<file path="config.mk">
export PLATFORM = sky130hd
export DESIGN_NAME = imem_loader
export DESIGN_NICKNAME = d
export VERILOG_FILES = /design/src/rtl/imem_loader.sv
export SDC_FILE = /design/constraint.sdc
export NUM_CORES = 1
export LEC_CHECK = 0
export BUFFER_PORTS_ARGS = -buffer_cell sky130_fd_sc_hd__buf_2
export CORE_MARGIN = 4
export CORE_UTILIZATION = 63
export DETAILED_ROUTE_END_ITERATION = 10
export GPL_TIMING_DRIVEN = 0
export MAX_ROUTING_LAYER = met4
export PLACE_DENSITY_LB_ADDON = 0.25
export SLEW_MARGIN = 20
export SYNTH_ARGS = -nofsm -noshare
export SYNTH_HDL_FRONTEND = slang
export SYNTH_SLANG_ARGS = --single-unit
</file>
<file path="constraint.sdc">
create_clock -name i_clk -period 6.32 [get_ports i_clk]
set_input_delay 1.264 -clock i_clk [delete_from_list [all_inputs] [get_ports i_clk]]
set_output_delay 1.264 -clock i_clk [all_outputs]
set_load 0.05 [all_outputs]
</file>
<file path="src/rtl/imem_loader.sv">
// -----------------------------------------------------------------------------
// imem_loader
//
// Boot-time program loader. Receives a framed byte stream and writes it
// word by word into the CPU instruction memory, keeping the CPU in reset
// until a complete image with a matching checksum has been written.
//
// Frame: LEN byte L (word count), 4*L data bytes (little-endian per word),
// then one CHK byte equal to the XOR of L and every data byte.
//
// Ports
//   i_clk        system clock, rising edge
//   i_rst_n      asynchronous active-low reset
//   i_start      one-cycle pulse starting a load (honoured in IDLE/DONE/ERR)
//   i_rx_valid   i_rx_data holds a byte
//   i_rx_data    received byte
//   o_rx_ready   loader accepts a byte (transfer on valid & ready at an edge)
//   o_mem_we     instruction memory write strobe, one cycle per word
//   o_mem_addr   instruction memory word address
//   o_mem_wdata  instruction memory word data
//   o_cpu_rst_n  CPU reset, active-low; released only after a good load
//   o_done       high while a good image is loaded
//   o_error      high after a length or checksum error
// -----------------------------------------------------------------------------
module imem_loader #(
    parameter int WIDTH    = 32,
    parameter int MEM_SIZE = 5
) (
    input  logic                i_clk,
    input  logic                i_rst_n,
    input  logic                i_start,
    input  logic                i_rx_valid,
    input  logic [7:0]          i_rx_data,
    output logic                o_rx_ready,
    output logic                o_mem_we,
    output logic [MEM_SIZE-1:0] o_mem_addr,
    output logic [WIDTH-1:0]    o_mem_wdata,
    output logic                o_cpu_rst_n,
    output logic                o_done,
    output logic                o_error
);

    typedef enum logic [2:0] {
        S_IDLE = 3'd0,
        S_LEN  = 3'd1,
        S_DATA = 3'd2,
        S_CHK  = 3'd3,
        S_DONE = 3'd4,
        S_ERR  = 3'd5
    } state_t;

    // Registers
    state_t                r_state;
    logic [1:0]            r_byte_cnt;
    logic [MEM_SIZE:0]     r_word_cnt;
    logic [MEM_SIZE:0]     r_len;
    logic [7:0]            r_chk;
    logic [WIDTH-1:0]      r_asm;
    logic                  r_rx_ready;
    logic                  r_mem_we;
    logic [MEM_SIZE-1:0]   r_mem_addr;
    logic [WIDTH-1:0]      r_mem_wdata;
    logic                  r_cpu_rst_n;
    logic                  r_done;
    logic                  r_error;

    // Next-state values
    state_t                w_state_nxt;
    logic [1:0]            w_byte_cnt_nxt;
    logic [MEM_SIZE:0]     w_word_cnt_nxt;
    logic [MEM_SIZE:0]     w_len_nxt;
    logic [7:0]            w_chk_nxt;
    logic [WIDTH-1:0]      w_asm_nxt;
    logic                  w_rx_ready_nxt;
    logic                  w_mem_we_nxt;
    logic [MEM_SIZE-1:0]   w_mem_addr_nxt;
    logic [WIDTH-1:0]      w_mem_wdata_nxt;
    logic                  w_cpu_rst_n_nxt;
    logic                  w_done_nxt;
    logic                  w_error_nxt;

    // Helpers
    logic                  w_accept;
    logic                  w_len_bad;
    logic [MEM_SIZE:0]     w_word_cnt_inc;
    logic [WIDTH-1:0]      w_lane;

    assign w_accept       = i_rx_valid & r_rx_ready;
    // L above the memory depth cannot be stored; compare in 32 bits so the
    // full 8-bit length range is checked without truncation.
    assign w_len_bad      = (i_rx_data == 8'd0) ||
                            ({24'd0, i_rx_data} > (32'd1 << MEM_SIZE));
    assign w_word_cnt_inc = r_word_cnt + {{MEM_SIZE{1'b0}}, 1'b1};

    // Assembly word with the current byte inserted at lane r_byte_cnt.
    always_comb begin
        w_lane = r_asm;
        w_lane[{r_byte_cnt, 3'b000} +: 8] = i_rx_data;
    end

    // Next-state and next-register computation for the load sequence.
    always_comb begin
        w_state_nxt     = r_state;
        w_byte_cnt_nxt  = r_byte_cnt;
        w_word_cnt_nxt  = r_word_cnt;
        w_len_nxt       = r_len;
        w_chk_nxt       = r_chk;
        w_asm_nxt       = r_asm;
        w_mem_we_nxt    = 1'b0;
        w_mem_addr_nxt  = r_mem_addr;
        w_mem_wdata_nxt = r_mem_wdata;

        case (r_state)
            S_IDLE, S_DONE, S_ERR: begin
                if (i_start) begin
                    w_state_nxt    = S_LEN;
                    w_byte_cnt_nxt = 2'd0;
                    w_word_cnt_nxt = '0;
                    w_chk_nxt      = 8'd0;
                    w_asm_nxt      = '0;
                    w_mem_addr_nxt = '0;
                end else begin
                    w_state_nxt = r_state;
                end
            end
            S_LEN: begin
                if (w_accept) begin
                    if (w_len_bad) begin
                        w_state_nxt = S_ERR;
                    end else begin
                        w_len_nxt   = i_rx_data[MEM_SIZE:0];
                        w_chk_nxt   = i_rx_data;
                        w_state_nxt = S_DATA;
                    end
                end else begin
                    w_state_nxt = S_LEN;
                end
            end
            S_DATA: begin
                if (w_accept) begin
                    w_asm_nxt      = w_lane;
                    w_chk_nxt      = r_chk ^ i_rx_data;
                    w_byte_cnt_nxt = r_byte_cnt + 2'd1;
                    // Fourth byte completes the word: write it next cycle.
                    if (r_byte_cnt == 2'd3) begin
                        w_mem_we_nxt    = 1'b1;
                        w_mem_wdata_nxt = w_lane;
                        w_mem_addr_nxt  = r_word_cnt[MEM_SIZE-1:0];
                        w_word_cnt_nxt  = w_word_cnt_inc;
                        if (w_word_cnt_inc == r_len) begin
                            w_state_nxt = S_CHK;
                        end else begin
                            w_state_nxt = S_DATA;
                        end
                    end else begin
                        w_state_nxt = S_DATA;
                    end
                end else begin
                    w_state_nxt = S_DATA;
                end
            end
            S_CHK: begin
                if (w_accept) begin
                    if (i_rx_data == r_chk) begin
                        w_state_nxt = S_DONE;
                    end else begin
                        w_state_nxt = S_ERR;
                    end
                end else begin
                    w_state_nxt = S_CHK;
                end
            end
            default: begin
                w_state_nxt = S_IDLE;
            end
        endcase
    end

    // Output decode from the next state so outputs are registered alongside it.
    always_comb begin
        w_rx_ready_nxt  = 1'b0;
        w_cpu_rst_n_nxt = 1'b0;
        w_done_nxt      = 1'b0;
        w_error_nxt     = 1'b0;
        case (w_state_nxt)
            S_LEN, S_DATA, S_CHK: w_rx_ready_nxt = 1'b1;
            S_DONE: begin
                w_done_nxt      = 1'b1;
                w_cpu_rst_n_nxt = 1'b1;
            end
            S_ERR:   w_error_nxt = 1'b1;
            default: w_rx_ready_nxt = 1'b0;
        endcase
    end

    // State and output registers with asynchronous reset.
    always_ff @(posedge i_clk or negedge i_rst_n) begin
        if (!i_rst_n) begin
            r_state     <= S_IDLE;
            r_byte_cnt  <= 2'd0;
            r_word_cnt  <= '0;
            r_len       <= '0;
            r_chk       <= 8'd0;
            r_asm       <= '0;
            r_rx_ready  <= 1'b0;
            r_mem_we    <= 1'b0;
            r_mem_addr  <= '0;
            r_mem_wdata <= '0;
            r_cpu_rst_n <= 1'b0;
            r_done      <= 1'b0;
            r_error     <= 1'b0;
        end else begin
            r_state     <= w_state_nxt;
            r_byte_cnt  <= w_byte_cnt_nxt;
            r_word_cnt  <= w_word_cnt_nxt;
            r_len       <= w_len_nxt;
            r_chk       <= w_chk_nxt;
            r_asm       <= w_asm_nxt;
            r_rx_ready  <= w_rx_ready_nxt;
            r_mem_we    <= w_mem_we_nxt;
            r_mem_addr  <= w_mem_addr_nxt;
            r_mem_wdata <= w_mem_wdata_nxt;
            r_cpu_rst_n <= w_cpu_rst_n_nxt;
            r_done      <= w_done_nxt;
            r_error     <= w_error_nxt;
        end
    end

    assign o_rx_ready  = r_rx_ready;
    assign o_mem_we    = r_mem_we;
    assign o_mem_addr  = r_mem_addr;
    assign o_mem_wdata = r_mem_wdata;
    assign o_cpu_rst_n = r_cpu_rst_n;
    assign o_done      = r_done;
    assign o_error     = r_error;

endmodule

</file>
# Word-level counts from Yosys, hierarchy flattened
# Index checks and enable logic that the tools add are counted.
# Widths: inputs -> output; s select.
# totals
inputBits,12
regBits,98
out_inout_bits,42
# op_classes
reduce_logical,12
addsub,3
n_mux,35
n_eq_ne,18
shift,2
bitwise,3
magnitude_cmp,1
# op_table
operator,n
$mux 32,2
$pmux 32 s2,1
$bwmux 32,1
$mux 8,4
$shift 8x7->32 const A,1
$shiftx 8x7->32,1
$pmux 8 s3,1
$mux 3,6
$mux 6,3
$mux 5,3
$eq 3x2->1 const B,4
$eq 3x3->1 const B,4
$pmux 3 s4,1
$pmux 6 s2,1
$ne 2x2->1 const B,5
$pmux 5 s2,1
$reduce_and 3->1,3
$eq 8x8->1,1
$gt 8x6->1 const B,1
$logic_not 8->1,1
$mux 1,8
$xor 8x8->8,1
$neg 5->7,1
$add 6x1->6 const B,1
other kinds (15),18

# Logic depth before layout (Yosys ltp)
# logic_depth
ltp_word,9
ltp_mapped,7

# Worst setup path before layout
# No wires, ideal clock.
# synth_path
kind,input to register
startpoint,input i_rx_data[1]
endpoint,register r_len[1]
t_required_ns,6.192
n_path_buf,1
arrival_ns,2.573
slack_ns,3.619
path_stages,6
cell_sequence,nor4_1 -> a21oi_1 -> o21ai_2 -> nand2b_1 -> buf_2 -> mux2_1
# synth_via
elab_chain_cells,4
elab_cells_between_ends,5
cone_classes,1 x order compare; 1 x bitwise; 3 x reduce/logical
# synth_lines
item,line,text
from (decl),33,"input logic [7:0] i_rx_data,"
$gt 8x6->1 / $logic_not 8->1 (equally long branches),"92, 91",
$logic_or 1x1->1,91,assign w_len_bad = (i_rx_data == 8'd0) ||
$not 1->1 (no source line),-,
$reduce_and 3->1 (no source line),-,
to (signal assigned),216,r_len <= w_len_nxt;
to (decl),56,logic [MEM_SIZE:0] r_len;
# Several ways; a longest one is shown, not always the timed one.
# A chain may end at the register's enable or synchronous reset.

# Worst setup path in the final report
# layout_path
startpoint,input i_rx_data[1]
endpoint,register r_len[2]
# layout_via
elab_chain_cells,4
elab_cells_between_ends,5
cone_classes,1 x order compare; 1 x bitwise; 3 x reduce/logical
# layout_lines
item,line
$gt 8x6->1 / $logic_not 8->1 (equally long branches),"92, 91"
$logic_or 1x1->1 *,91
$not 1->1 (no source line) *,-
$reduce_and 3->1 (no source line) *,-
# Mark *: on every way between the ends. The rest lies on a longest branch, timed or not.

==> report_table.html <==
<table>
<tr><th>Metric</th><th>Value</th></tr>
<tr><th colspan="2">Power</th></tr>
<tr><td>Relative contribution of the clock network to total power</td><td>0.260</td></tr>
<tr><td>Worst supply voltage drop on vdd</td><td>0.1888 mV</td></tr>
<tr><td>Fraction of power spent switching nets</td><td>0.3654</td></tr>
<tr><td>Sequential power share</td><td>0.486</td></tr>
<tr><td>Combinational cell fraction of total power</td><td>0.254</td></tr>
<tr><td>Internal power of the cells</td><td>955.3 µW</td></tr>
<tr><td>Switching Power</td><td>550.1 µW</td></tr>
<tr><td>Static leakage</td><td>2.558 nW</td></tr>
<tr><td>Ratio of total power to cell area</td><td>289.0 nW/µm²</td></tr>
<tr><th colspan="2">Synthesis</th></tr>
<tr><td>Area share of the leading cell type in the synthesized netlist</td><td>0.5328</td></tr>
<tr><td>Synthesized netlist cell count</td><td>434</td></tr>
<tr><td>Library cell with the largest summed area after synthesis</td><td>dfrtp_1</td></tr>
<tr><td>Net Count, Synth</td><td>453</td></tr>
<tr><td>Top cell types by occurrence after synthesis</td><td>dfrtp_1 (98), nor2_1 (74), a22o_1 (39), a221oi_1 (32), clkbuf_1 (20)</td></tr>
<tr><td>Mapped cell area</td><td>4603 µm²</td></tr>
<tr><td>Flops &amp; latches, synth</td><td>98</td></tr>
<tr><td>Number of enable-type register cells in the synthesized netlist</td><td>0</td></tr>
<tr><td>Most used standard cell by instance count after synthesis</td><td>dfrtp_1</td></tr>
<tr><td>Proportion of synthesized chip area in sequential cells</td><td>0.5328</td></tr>
<tr><td>Mean post-synth cell area</td><td>10.61 µm²</td></tr>
<tr><td>Share of flip-flops with an asynchronous set or reset after synthesis</td><td>1.000</td></tr>
<tr><td>Unique cell type count in the Yosys netlist</td><td>52</td></tr>
<tr><td>Yosys warnings</td><td>0</td></tr>
<tr><td>Dominant cells by area after synthesis</td><td>dfrtp_1 (53%), a22o_1 (7.4%), a221oi_1 (6.1%), nor2_1 (6.0%), o21ai_0 (2.1%)</td></tr>
<tr><td>Prevailing post-synth register cell</td><td>dfrtp_1</td></tr>
<tr><th colspan="2">Die</th></tr>
<tr><td>Area enclosed by the die boundary</td><td>8739 µm²</td></tr>
<tr><td>Num rows</td><td>30</td></tr>
<tr><td>DIE HEIGHT</td><td>93.48 µm</td></tr>
<tr><td>Number of top-level pins</td><td>54</td></tr>
<tr><td>Floorplan Core Area</td><td>6944 µm²</td></tr>
<tr><td>Width of the chip</td><td>93.48 µm</td></tr>
<tr><td>Initial Util</td><td>0.6629</td></tr>
<tr><th colspan="2">Timing</th></tr>
<tr><td>Worst clock skew</td><td>10.79 ps</td></tr>
<tr><td>Summed negative setup slack over all endpoints</td><td>0 ps</td></tr>
<tr><td>Post-layout worst setup margin</td><td>3545 ps</td></tr>
<tr><td>Final setup violation count</td><td>0</td></tr>
<tr><td>Peak Freq</td><td>0.3603 GHz</td></tr>
<tr><td>Setup repair after global routing missed its margin</td><td>false</td></tr>
<tr><td>Slew at the pin with the worst max-slew slack</td><td>1100 ps</td></tr>
<tr><td>Final Max Tran Viols</td><td>0</td></tr>
<tr><td>Share of the clock period used by the worst path after layout</td><td>0.4391</td></tr>
<tr><td>Time the worst path needs with I/O delays and setup</td><td>2775 ps</td></tr>
<tr><td>Relative max-transition margin</td><td>0.2609</td></tr>
<tr><td>Final Hold Viols</td><td>0</td></tr>
<tr><th colspan="2">Flow run</th></tr>
<tr><td>Max-capacitance violation count</td><td>0</td></tr>
<tr><th colspan="2">CTS</th></tr>
<tr><td>Post-cts resize count</td><td>0</td></tr>
<tr><td>TritonCTS clock tree</td><td>done</td></tr>
<tr><td>Htree depth</td><td>3</td></tr>
<tr><td>Max clock buf depth</td><td>2</td></tr>
<tr><td>Total clock sinks</td><td>98</td></tr>
<tr><td>Cell at the root of the clock tree</td><td>clkbuf_8</td></tr>
<tr><td>Number of buffers added for setup after CTS</td><td>0</td></tr>
<tr><td>Post-CTS clock slew at the launch and capture registers of the worst setup and hold paths</td><td>100 ps</td></tr>
<tr><td>Cts bufs inserted</td><td>9</td></tr>
<tr><td>Clk_lat worst skew</td><td>380 ps</td></tr>
<tr><td>Cts hold-fix bufs</td><td>0</td></tr>
<tr><th colspan="2">Global route</th></tr>
<tr><td>Total gr overflow</td><td>0</td></tr>
<tr><td>Number of antenna violations at the first check in global routing</td><td>0</td></tr>
<tr><td>Vias in the first global route</td><td>3719</td></tr>
<tr><td>Largest net degree at the start of global routing</td><td>80</td></tr>
<tr><td>Wire length of the first global-routing pass</td><td>18680 µm</td></tr>
<tr><td>Total global-route track usage</td><td>0.2841</td></tr>
<tr><th colspan="2">Critical path</th></tr>
<tr><td>Critical path startpoint category</td><td>input port</td></tr>
<tr><td>Critical path start-end classification</td><td>in -&gt; reg</td></tr>
<tr><td>Delay of the slowest cell on the worst path</td><td>400 ps</td></tr>
<tr><td>Maximum fanout encountered on the critical timing path</td><td>9</td></tr>
<tr><td>Critical path capture point type</td><td>flop</td></tr>
<tr><td>Critical R2R Capture</td><td>r_asm[0]$_DFFE_PN0P_</td></tr>
<tr><td>FF-to-FF path depth</td><td>6</td></tr>
<tr><td>Category of cells accounting for the largest share of critical-path delay</td><td>compound AO/OA/AOI/OAI gates</td></tr>
<tr><td>Cell Chain, Critical Path</td><td>buf_2 -&gt; nor4_1 -&gt; a21oi_1 -&gt; o21ai_2 -&gt; nand2b_1 -&gt; buf_2 -&gt; mux2_1</td></tr>
<tr><td>Worst endpoint required time</td><td>6590 ps</td></tr>
<tr><td>Buf/Inv on CP</td><td>2</td></tr>
<tr><td>Reg-to-Reg Start</td><td>r_byte_cnt[0]$_DFFE_PN0P_</td></tr>
<tr><td>Register-to-register setup slack</td><td>3700 ps</td></tr>
<tr><td>Slowest stage cell on the critical path</td><td>o21ai_2</td></tr>
<tr><td>Crit path arrival time</td><td>3050 ps</td></tr>
<tr><td>Most frequent CP cell</td><td>buf_2</td></tr>
<tr><th colspan="2">Hold path</th></tr>
<tr><td>Worst hold start</td><td>o_mem_addr[4]$_DFFE_PN0P_</td></tr>
<tr><td>Hold WC Path Type</td><td>reg -&gt; reg</td></tr>
<tr><td>Hold Path Depth</td><td>1</td></tr>
<tr><td>Worst Hold Endpoint</td><td>o_mem_addr[4]$_DFFE_PN0P_</td></tr>
<tr><th colspan="2">Placement</th></tr>
<tr><td>Pre-CTS WS</td><td>3165 ps</td></tr>
<tr><td>Number of port buffers</td><td>53</td></tr>
<tr><td>RD Place Congestion</td><td>0.8944</td></tr>
<tr><td>Cell Count Post-Placement</td><td>584</td></tr>
<tr><td>HPWL after detailed placement</td><td>7587 µm</td></tr>
<tr><th colspan="2">Cells and area</th></tr>
<tr><td>Diode insertion count for antenna repair</td><td>0</td></tr>
<tr><td>Filler-free cell count of the finished design</td><td>600</td></tr>
<tr><td>Share of final-layout standard cells stronger than drive strength 1</td><td>0.1845</td></tr>
<tr><td>Number of nets in the finished design</td><td>518</td></tr>
<tr><td>Synthesis-to-finish area growth</td><td>13.16%</td></tr>
<tr><th colspan="2">Route</th></tr>
<tr><td>DRC violation total after the first TritonRoute iteration</td><td>380</td></tr>
<tr><td>DRC</td><td>0</td></tr>
<tr><td>Vias per cell</td><td>6.420</td></tr>
<tr><td>Final Routed Wirelength</td><td>11140 µm</td></tr>
<tr><td>Via total after detailed routing</td><td>3852</td></tr>
<tr><td>Pre-antenna DRT Iters</td><td>5</td></tr>
<tr><td>Count of nets left with antenna violations after detail routing</td><td>0</td></tr>
<tr><td>Wire per inst</td><td>18.57 µm</td></tr>
<tr><th colspan="2">Run status</th></tr>
<tr><td>Outcome</td><td>complete, no violations</td></tr>
</table>
layer usage:
layer / track usage / up-vias / routed length [µm]
met2: 0.4419 / 230 / 5248
li1: - / 1723 / -
met1: 0.3777 / 1869 / 4686
met3: 0.04827 / 30 / 918
met5: - / - / 0
met4: 0.1062 / 0 / 288
logic make-up (layout without fill, tap and decap cells):
family	Yosys count	in the layout	synth area share
and+or+nand+nor	138	138	0.1471
buffers and inverters	43	113	0.04022
AOI/OAI and AO/OA	126	126	0.2161
DFF	98	98	0.5328
muxes	6	6	0.01441
adders and majority gates	7	7	0.01903
xor gates and xnor gates	16	16	0.03044
power groups by stage:
stage | combinational, mW | sequential [mW] | clock, mW
3_5_place_dp | 0.373 | 0.742 | 0
2_1_floorplan | 0.245 | 0.762 | 0
5_1_grt | 0.414 | 0.739 | 0.420
4_1_cts | 0.374 | 0.730 | 0.390
6_report | 0.382 | 0.732 | 0.392
3_3_place_gp | 0.356 | 0.739 | 0
cells in the final DEF, fill, tap and decap left out, types with 5 or more instances in the layout:
cell type and count:
mux2_1 5, a221oi_1 32, ha_1 7, and3_1 5, buf_2 55, inv_1 8, nor3_1 5, nor2_1 74
o211ai_1 8, dfrtp_1 98, nor2b_1 5, o21ai_2 5, nand2_1 17, xnor2_1 6, xor2_1 10, clkbuf_8 9
a22o_1 39, o21ai_0 19, nand3b_1 6, clkbuf_1 20
metrics by stage:
step	hold WS [ps]	util	instance area, µm²	power [mW]
after floorplan	465.8	-	4603	1.007
after global placement	477.9	0.7184	4989	1.095
after detailed placement	481.8	0.7232	5022	1.116
after CTS	513.5	0.7501	5209	1.494
after global routing	519.3	0.7501	5209	1.573
final	508.5	0.7501	5209	1.505
registers in the layout, indices dropped and copies added (netlist names):
register,flops
o_done,1
o_error,1
o_mem_addr,5
o_mem_wdata,32
o_mem_we,1
o_rx_ready,1
r_asm,32
r_byte_cnt,2
r_chk,8
r_len,6
r_state,3
r_word_cnt,6
worst reg2reg max path: stages, from the launching register on:
cell and delay, ps:
dfrtp_1 540, inv_2 130, ha_1 380, nor3_1 900, nor2b_1 220, clkbuf_2 210
a22o_1 180
how the worst max path moves through the flow:
| stage | cells past startpoint | from | slack [ps] | endpoint |
|---|---|---|---|---|
| floorplan | 6 | i_rx_data[1] | 3620 | r_len[1]$_DFFE_PN0P_ |
| global placement | 1 | i_rst_n | 3060 | r_asm[16]$_DFFE_PN0P_ |
| detailed placement | 7 | i_rx_data[1] | 3170 | r_len[2]$_DFFE_PN0P_ |
| CTS | 7 | i_rx_data[1] | 3580 | r_len[2]$_DFFE_PN0P_ |
| global route | 7 | i_rx_data[1] | 3420 | r_len[2]$_DFFE_PN0P_ |
| finish | 7 | i_rx_data[1] | 3540 | r_len[2]$_DFFE_PN0P_ |
final cells by class:
| class | count | area (µm²) |
|---|---|---|
| multi-input cells | 293 | 1966 |
| plain buffers | 30 | 136.4 |
| flip-flops and latches | 98 | 2452 |
| well taps | 96 | 120.1 |
| inverters | 13 | 48.80 |
| clock inverters | 7 | 62.56 |
| clock buffers | 9 | 123.9 |
| fillers | 509 | 1735 |
| repair buffers | 54 | 299.0 |
Power figures use the tool's default switching activity.
